## src/rtl/panda_icb_pkg.sv

```systemverilog
// Shared ICB definitions: bus field widths, the response-buffer entry
// type and a pointer-width helper used by the ordered response FIFO.
`timescale 1ns/1ps
package panda_icb_pkg;

    localparam int ICB_ADDR_W = 32;
    localparam int ICB_DATA_W = 32;
    localparam int ICB_MASK_W = 4;

    // One queued response: read data (zero for writes and errors) plus error flag.
    typedef struct packed {
        logic [ICB_DATA_W-1:0] rdata;
        logic                  err;
    } rsp_entry_t;

    // Pointer width for a buffer of the given depth; never narrower than one bit.
    function automatic int ptr_w(input int depth);
        return (depth > 1) ? $clog2(depth) : 1;
    endfunction

endpackage

```

## src/rtl/icb_rsp_fifo.sv

```systemverilog
// Ordered response buffer with first-word-fall-through output: the head
// entry is visible on o_data whenever o_empty is low. Pointers wrap
// explicitly at DEPTH, so any depth works; the occupancy counter tells
// full from empty.
`timescale 1ns/1ps
module icb_rsp_fifo
    import panda_icb_pkg::*;
#(
    parameter int DEPTH = 4
) (
    input  logic       clk,
    input  logic       rst,
    input  logic       i_push,
    input  rsp_entry_t i_data,
    input  logic       i_pop,
    output logic       o_empty,
    output rsp_entry_t o_data
);

    localparam int PW = ptr_w(DEPTH);
    localparam int CW = $clog2(DEPTH + 1);

    rsp_entry_t      r_mem [DEPTH];
    logic [PW-1:0]   r_wr_ptr;
    logic [PW-1:0]   r_rd_ptr;
    logic [CW-1:0]   r_count;

    function automatic logic [PW-1:0] next_ptr(input logic [PW-1:0] p);
        return (p == PW'(DEPTH - 1)) ? '0 : p + PW'(1);
    endfunction

    // Storage write; contents need no reset because occupancy gates visibility.
    always_ff @(posedge clk) begin
        if (i_push) begin
            r_mem[r_wr_ptr] <= i_data;
        end
    end

    // Pointer and occupancy bookkeeping.
    always_ff @(posedge clk) begin
        if (rst) begin
            r_wr_ptr <= '0;
            r_rd_ptr <= '0;
            r_count  <= '0;
        end else begin
            if (i_push) begin
                r_wr_ptr <= next_ptr(r_wr_ptr);
            end
            if (i_pop) begin
                r_rd_ptr <= next_ptr(r_rd_ptr);
            end
            case ({i_push, i_pop})
                2'b10:   r_count <= r_count + CW'(1);
                2'b01:   r_count <= r_count - CW'(1);
                default: r_count <= r_count;
            endcase
        end
    end

    assign o_empty = (r_count == '0);
    assign o_data  = r_mem[r_rd_ptr];

endmodule

```

## src/rtl/icb_imem_responder.sv

```systemverilog
// ICB slave in front of a 1-cycle-latency instruction memory.
// Commands are credit-gated to OUTSTANDING_N in flight; every accepted
// command yields exactly one response, returned in order through
// icb_rsp_fifo. Out-of-range addresses never touch memory and answer
// with err=1, rdata=0.
// Optional: define ICB_IMEM_TOHOST_DETECT_EN to add the tohost_hit port,
// a registered one-cycle pulse on any handshake to TO_HOST_ADDR.
`timescale 1ns/1ps
module icb_imem_responder
    import panda_icb_pkg::*;
#(
    parameter int          MEM_DEPTH     = 8192,
    parameter int          OUTSTANDING_N = 4,
    parameter logic [31:0] TO_HOST_ADDR  = 32'h3000,
    parameter int          SIM_DELAY     = 1,
    localparam int         AW            = $clog2(MEM_DEPTH)
) (
    input  logic                  clk,
    input  logic                  rst,
`ifdef ICB_IMEM_TOHOST_DETECT_EN
    output logic                  tohost_hit,
`endif
    input  logic [ICB_ADDR_W-1:0] s_icb_cmd_addr,
    input  logic                  s_icb_cmd_read,
    input  logic [ICB_DATA_W-1:0] s_icb_cmd_wdata,
    input  logic [ICB_MASK_W-1:0] s_icb_cmd_wmask,
    input  logic                  s_icb_cmd_valid,
    output logic                  s_icb_cmd_ready,
    output logic [ICB_DATA_W-1:0] s_icb_rsp_rdata,
    output logic                  s_icb_rsp_err,
    output logic                  s_icb_rsp_valid,
    input  logic                  s_icb_rsp_ready,
    output logic                  mem_en,
    output logic [ICB_MASK_W-1:0] mem_wen,
    output logic [AW-1:0]         mem_addr,
    output logic [ICB_DATA_W-1:0] mem_din,
    input  logic [ICB_DATA_W-1:0] mem_dout
);

    localparam int          CW             = $clog2(OUTSTANDING_N + 1);
    localparam logic [33:0] MEM_BYTES      = 34'(MEM_DEPTH) << 2;
    // SIM_DELAY only matters to behavioural memory models; kept for interface compatibility.
    localparam logic [31:0] SIM_DELAY_BITS = 32'(SIM_DELAY);

    logic [CW-1:0] r_cnt;
    logic          r_p1_valid;
    logic          r_p1_rd;
    logic          r_p1_err;

    logic          w_cmd_hs;
    logic          w_rsp_hs;
    logic          w_in_range;
    logic          w_fifo_empty;
    rsp_entry_t    w_push_data;
    rsp_entry_t    w_head;

    // A credit is free while fewer than OUTSTANDING_N commands await their response.
    assign s_icb_cmd_ready = !rst && (r_cnt < CW'(OUTSTANDING_N));
    assign w_cmd_hs        = s_icb_cmd_valid && s_icb_cmd_ready;
    assign w_rsp_hs        = s_icb_rsp_valid && s_icb_rsp_ready;
    assign w_in_range      = ({2'b00, s_icb_cmd_addr} < MEM_BYTES);

    // Memory strobe is issued in the handshake cycle itself; errors never reach memory.
    always_comb begin
        mem_en   = 1'b0;
        mem_wen  = '0;
        mem_addr = s_icb_cmd_addr[2 +: AW];
        mem_din  = s_icb_cmd_wdata;
        if (w_cmd_hs && w_in_range) begin
            mem_en  = 1'b1;
            mem_wen = s_icb_cmd_read ? '0 : s_icb_cmd_wmask;
        end
    end

    // One-stage tracker aligning command attributes with the memory's read data.
    always_ff @(posedge clk) begin
        if (rst) begin
            r_p1_valid <= 1'b0;
            r_p1_rd    <= 1'b0;
            r_p1_err   <= 1'b0;
        end else begin
            r_p1_valid <= w_cmd_hs;
            r_p1_rd    <= w_cmd_hs && s_icb_cmd_read && w_in_range;
            r_p1_err   <= w_cmd_hs && !w_in_range;
        end
    end

    assign w_push_data.rdata = r_p1_rd ? mem_dout : '0;
    assign w_push_data.err   = r_p1_err;

    // Credit gating bounds the tracker plus buffer to OUTSTANDING_N entries, so no overflow.
    icb_rsp_fifo #(
        .DEPTH (OUTSTANDING_N)
    ) u_rsp_fifo (
        .clk     (clk),
        .rst     (rst),
        .i_push  (r_p1_valid),
        .i_data  (w_push_data),
        .i_pop   (w_rsp_hs),
        .o_empty (w_fifo_empty),
        .o_data  (w_head)
    );

    assign s_icb_rsp_valid = !rst && !w_fifo_empty;
    assign s_icb_rsp_rdata = s_icb_rsp_valid ? w_head.rdata : '0;
    assign s_icb_rsp_err   = s_icb_rsp_valid && w_head.err;

    // In-flight credit counter: simultaneous accept and retire cancel out.
    always_ff @(posedge clk) begin
        if (rst) begin
            r_cnt <= '0;
        end else begin
            case ({w_cmd_hs, w_rsp_hs})
                2'b10:   r_cnt <= r_cnt + CW'(1);
                2'b01:   r_cnt <= r_cnt - CW'(1);
                default: r_cnt <= r_cnt;
            endcase
        end
    end

`ifdef ICB_IMEM_TOHOST_DETECT_EN
    logic r_tohost_hit;

    // Registered host-signal detector; fires for reads and writes alike.
    always_ff @(posedge clk) begin
        if (rst) begin
            r_tohost_hit <= 1'b0;
        end else begin
            r_tohost_hit <= w_cmd_hs && (s_icb_cmd_addr == TO_HOST_ADDR);
        end
    end

    assign tohost_hit = r_tohost_hit && !rst;

    logic w_unused;
    assign w_unused = ^{s_icb_cmd_addr[1:0], SIM_DELAY_BITS[0]};
`else
    logic w_unused;
    assign w_unused = ^{s_icb_cmd_addr[1:0], SIM_DELAY_BITS[0], TO_HOST_ADDR};
`endif

endmodule

```

## config.mk

```make
export PLATFORM = sky130hd
export DESIGN_NAME = icb_imem_responder
export DESIGN_NICKNAME = d
export VERILOG_FILES = /design/src/rtl/panda_icb_pkg.sv /design/src/rtl/icb_rsp_fifo.sv /design/src/rtl/icb_imem_responder.sv
export SDC_FILE = /design/constraint.sdc
export NUM_CORES = 1
export LEC_CHECK = 0
export ABC_AREA = 1
export BUFFER_PORTS_ARGS = -buffer_cell sky130_fd_sc_hd__clkbuf_2
export CORE_MARGIN = 3
export CORE_UTILIZATION = 30
export CTS_BUF_LIST = sky130_fd_sc_hd__clkbuf_8 sky130_fd_sc_hd__clkbuf_16
export DETAILED_ROUTE_END_ITERATION = 8
export GPL_TIMING_DRIVEN = 1
export PLACE_DENSITY = 0.54
export RECOVER_POWER = 25
export SKIP_CTS_REPAIR_TIMING = 1
export SYNTH_ARGS = -nofsm -noshare
export SYNTH_HDL_FRONTEND = slang
export SYNTH_SLANG_ARGS = --single-unit
```

## constraint.sdc

```tcl
create_clock -name clk -period 2.37 [get_ports clk]
set_input_delay 0.1185 -clock clk [delete_from_list [all_inputs] [get_ports clk]]
set_output_delay 0.1185 -clock clk [all_outputs]
set_load 0.05 [all_outputs]
```

---- Yosys cells after proc, flatten, opt, wreduce, memory -nomap -nowiden ----
Memories as Yosys holds them, arrays and structs flattened. A register that Yosys moved wholly into a read port is not among the register bits.
Cells that the tools add are included.
word-level totals
  memory bits (read-only) ................. 0
  input bits .............................. 105
  memory bits (writable) .................. 132
  latch bits .............................. 0
  memories kept ........................... 1
  bits in registers ....................... 13
memories
  name              words  bits a word  rd ports  clocked after memory_dff  write ports  RTL line            RTL
  u_rsp_fifo.r_mem  4      33           1         1                         1            icb_rsp_fifo.sv:23  rsp_entry_t r_mem [DEPTH];
operators by class
  muxes and demuxes ....................... 13
  order comparisons ....................... 2
  add/sub/neg operators ................... 6
  reduce and logical (&&, ||, !) cells .... 15
  bitwise logic cells ..................... 0
  div/mod/pow operators ................... 0
  eq/ne operators ......................... 6
  shift operators ......................... 0
  multiply operators ...................... 0
operators by type and width
  cell                                                                             count
  32-bit two-way mux                                                               2
  32-bit by 16-bit less-than comparator with 1-bit output (second input constant)  1
  3-bit one-hot mux with 2 select lines                                            2
  1-bit logical AND                                                                9
  2-bit == test (second input constant)                                            4
  2-bit two-way mux                                                                4
  4-bit two-way mux                                                                2
  3-bit by 1-bit adder with 3-bit output (second input constant)                   2
  3-bit by 1-bit subtractor with 3-bit output (second input constant)              2
  2-bit by 1-bit adder with 2-bit output (second input constant)                   2
  2-bit by 1-bit == test with 1-bit output (second input constant)                 2
  2-bit nonzero test                                                               2
  1-bit logical NOT                                                                3
  3-bit logical NOT                                                                1
  3-bit less-than comparator (second input constant)                               1
  1-bit two-way mux                                                                3

---- Depth between registers and ports, before layout ----
  depth after elaboration ................. 6
  depth in mapped cells ................... 12

---- Hierarchy ----
A second synthesis with hierarchy kept.
second synthesis, totals
  cell total of the unflattened synthesis .. 615
  area, all modules ....................... 6601.3 um2
by module, submodules not included
  module              sequential area each (um2)  area each (um2)  instances  cells each
  icb_rsp_fifo        4144.0                      5361.4           1          378
  icb_imem_responder  120.1                       1239.9           1          237

---- Worst setup path after synthesis ----
OpenSTA, ideal clock, no wires.
  kind .................................... register -> output
  start ................................... register (tool-made name)
  end ..................................... output port s_icb_rsp_rdata[24]
  cell stages (with the launch flop) ...... 6
  path buffers ............................ 2
  path slack .............................. 627 ps
  arrival time ............................ 1625 ps
  required time ........................... 2251 ps
  cell sequence ........................... dfxtp_1 inv_2 buf_4 clkbuf_1 o21ai_0 a21oi_1
RTL lines
  what              RTL line                  RTL
  end: declaration  icb_imem_responder.sv:29  output logic [ICB_DATA_W-1:0] s_icb_rsp_rdata,

---- Worst setup path after layout ----
  start ................................... register u_rsp_fifo.r_count[0]
  end ..................................... output port s_icb_rsp_rdata[19]
between the ends
  word-level cells in the longest chain between the ends .. 4
ends and longest elaborated chain
  what                      RTL line                   RTL
  start: declaration        icb_rsp_fifo.sv:26         logic [CW-1:0] r_count;
  start signal: assignment  icb_rsp_fifo.sv:53         2'b10: r_count <= r_count + CW'(1);
  start signal: assignment  icb_rsp_fifo.sv:54         2'b01: r_count <= r_count - CW'(1);
  start signal: assignment  icb_rsp_fifo.sv:55         default: r_count <= r_count;
  3-bit logical NOT         icb_rsp_fifo.sv:60         assign o_empty = (r_count == '0);
  1-bit logical NOT         icb_imem_responder.sv:104  assign s_icb_rsp_valid = !rst && !w_fifo_empty;
  1-bit logical AND         icb_imem_responder.sv:104
  32-bit two-way mux        icb_imem_responder.sv:105  assign s_icb_rsp_rdata = s_icb_rsp_valid ? w_head.rdata : '0;
Every way passes these cells.

==> out/qor.csv <==
metric,value,unit
status,completed,
htree depth,4,
Rows,53,
Initial Utilization,0.308,
IO buf count,97,
clk slew on worst S/H paths,0.06,ns
Fill cells,2052,
Die Wd,153,µm
Num CTS Buffers,17,
post-synthesis xor/xnor area fraction,0,
DRT antenna net count,0,
Mapped Cells,619,
worst slew pin tran,1.33,ns
# diodes,0,
DR WL/cell,14.5,µm
Required @ worst endpoint,2.25,ns
Clock Root Buffer,clkbuf_16,
worst skew pair latency,0.42,ns
worst-path fanout max,18,
synthesized area,6510,µm²
Min-Delay Path Class,in -> reg,
CTS tree,yes,
final cell count without fillers,968,
Core Area,21200,µm²
Multi-input gate area,1530,µm²
post-route clock period utilization,0.929,
post-synthesis simple-gate area fraction,0.129,
final hold vios,0,
Post-Synth Adder-Cell Area,0.0196,
drt pass-1 iters,5,
Fmax,0.454,GHz
chip height,153,µm
crit path DAT,2.08,ns
#FFs+latches synth,147,
syn nets,733,
vias,4160,
first-pass GRT wire length,21800,µm
Max Root-Sink Buffers,2,
initial antenna violation count,0,
Reg area,4270,µm²
warnings from Yosys,0,
largest net degree at the start of global routing,57,
CP Capture Type,output port,
final core occ,0.373,
mux contribution to synthesized area,0,
Compound-Gate Fraction of Synth Area,0.0868,
clock sink total,147,
GRT overflow,0,
share of cells above drive strength 1,0.215,
total track usage,0.121,
Setup Crit Path Kind,reg -> out,
residual DRC count,0,
Die ar.,23500,µm²
RD Place Congestion,0.719,
sequential cell area fraction in the yosys report,0.655,
largest family of logic cells by synthesized area,simple AND/OR/NAND/NOR gates,
vias per inst,4.30,
count of pins over their slew limit,0,
# nets final,794,
RSZ-0062 raised after global routing,no,
Rel. slew slack,0.115,
LEAKAGE,3.38,nW
IO Count,190,
post-DP HPWL,8670,µm
1st-iter DRT viols,230,
maximum vdd drop,0.451,mV
final worst path period need,2.20,ns
Syn Area/Cell,10.5,µm²
setup violators final,0,
Total Routed Length,14000,µm
pwr/cell area,800,nW/µm²
Setup TNS Final,0,ns
DP Cell Count,934,
clk_skew,0.00646,ns
Startpoint Class,flop,
post-synth cell types,21,
vias in the first global route,4122,
MaxCap Viol Count,0,
area delta synth->final,21.1,%
==> worst max-delay path, cell delays in order, from the launching register on <==
cell,delay [ns]
dfxtp_1,0.31
inv_1,0.08
nand3_1,0.13
nand2_2,0.31
buf_4,0.33
a21oi_1,0.32
buf_12,0.19
==> state kept, by name, summed over array words and instances, names as in the netlist, named ones only <==
signal and flops:
u_rsp_fifo.r_mem 132, r_cnt 3, u_rsp_fifo.r_count 3, u_rsp_fifo.r_rd_ptr 2
u_rsp_fifo.r_wr_ptr 2, r_p1_err 1, r_p1_rd 1, r_p1_valid 1
==> Yosys cell counts, drive strengths merged <==
cell type / n / area, µm²
nor2: 154 / 578
edfxtp: 132 / 3960
o21ai: 72 / 360
buf: 61 / 444
inv: 59 / 221
nand2: 54 / 203
a21oi: 41 / 205
dfxtp: 15 / 300
clkbuf: 12 / 48.8
ha: 7 / 87.6
nand3: 5 / 25.0
fa: 2 / 40.0
nor3: 2 / 10.0
nand4: 1 / 6.26
nor3b: 1 / 12.5
or2: 1 / 6.26
==> stage by stage <==
step	area, µm²	total power [mW]	setup WS, ns	hold WS, ns
after floorplan	6510	3.58	0.627	0.191
after global placement	7270	3.65	0.510	0.237
after detailed placement	7270	3.66	0.483	0.237
after CTS	7880	6.38	0.0940	-0.0998
after global routing	7890	6.56	0.0312	0.0140
final	7890	6.31	0.168	0.0108
==> logic make-up (layout without fill, tap and decap cells) <==
logic type / Yosys count / in the layout
AND/OR/NAND/NOR: 218 / 218
flip-flops: 147 / 147
buffers and inverters: 132 / 206
AO/OA/AOI/OAI: 113 / 113
adder cells (fa/ha/maj): 9 / 9
==> layout make-up <==
| class | count | share of cell area |
|---|---|---|
| multi-input combinational | 340 | 0.194 |
| tap | 275 | 0.0436 |
| inverter | 59 | 0.0284 |
| sequential | 147 | 0.541 |
| clock inverter | 15 | 0.0230 |
| timing repair buffer | 115 | 0.116 |
| clock buffer | 17 | 0.0539 |
==> routing by layer <==
metal | share of wire | GRT usage | routed length [µm]
met4 | 0.013 | 0.0425 | 183
met3 | 0.056 | 0.0374 | 782
met2 | 0.50 | 0.204 | 6970
met1 | 0.43 | 0.148 | 6060
met5 | 0 | 0 | 0
==> path summary, 6_finish.rpt <==
kind                    startpoint               endpoint  slack [ns]  depth (start not counted)
max          u_rsp_fifo.r_count[0]    s_icb_rsp_rdata[19]        0.17                          6
min             s_icb_cmd_addr[15]               r_p1_err        0.01                          5
max reg2reg  u_rsp_fifo.r_count[0]               r_cnt[2]        0.45                         12
min reg2reg  u_rsp_fifo.r_count[2]  u_rsp_fifo.r_count[2]        0.47                          2
==> where the power goes <==
part / internal, mW / total (mW) / switching [mW]
Clock: 1.67 / 2.71 / 1.05
Sequential: 2.84 / 2.87 / 0.0226
Combinational: 0.250 / 0.729 / 0.479
Total: 4.76 / 6.31 / 1.55
==> cell usage in the layout, fill, tap and decap left out, types with 2 or more instances in the layout <==
cell           synthesis  final
nand3_1                5      5
inv_2                  1      4
dfxtp_2                0      2
clkbuf_2               3     79
nand2_1               54     53
clkinv_4               0      2
inv_8                  0      2
buf_4                 48     12
ha_1                   7      7
inv_6                  0      2
o21ai_0               41     41
bufinv_16              0      3
inv_1                 58     55
buf_12                 0     20
nor3_1                 2      2
dfxtp_1               15     13
a21oi_1               41     41
clkbuf_16              0     17
fa_1                   2      2
dlygate4sd3_1          0      2
nor2_1               154    154
clkinvlp_4             0      3
clkbuf_1               9      2
clkinv_1               0      2
edfxtp_1             132    132
o21ai_1               31     31
Note: power is estimated with default switching activity, not from simulation.
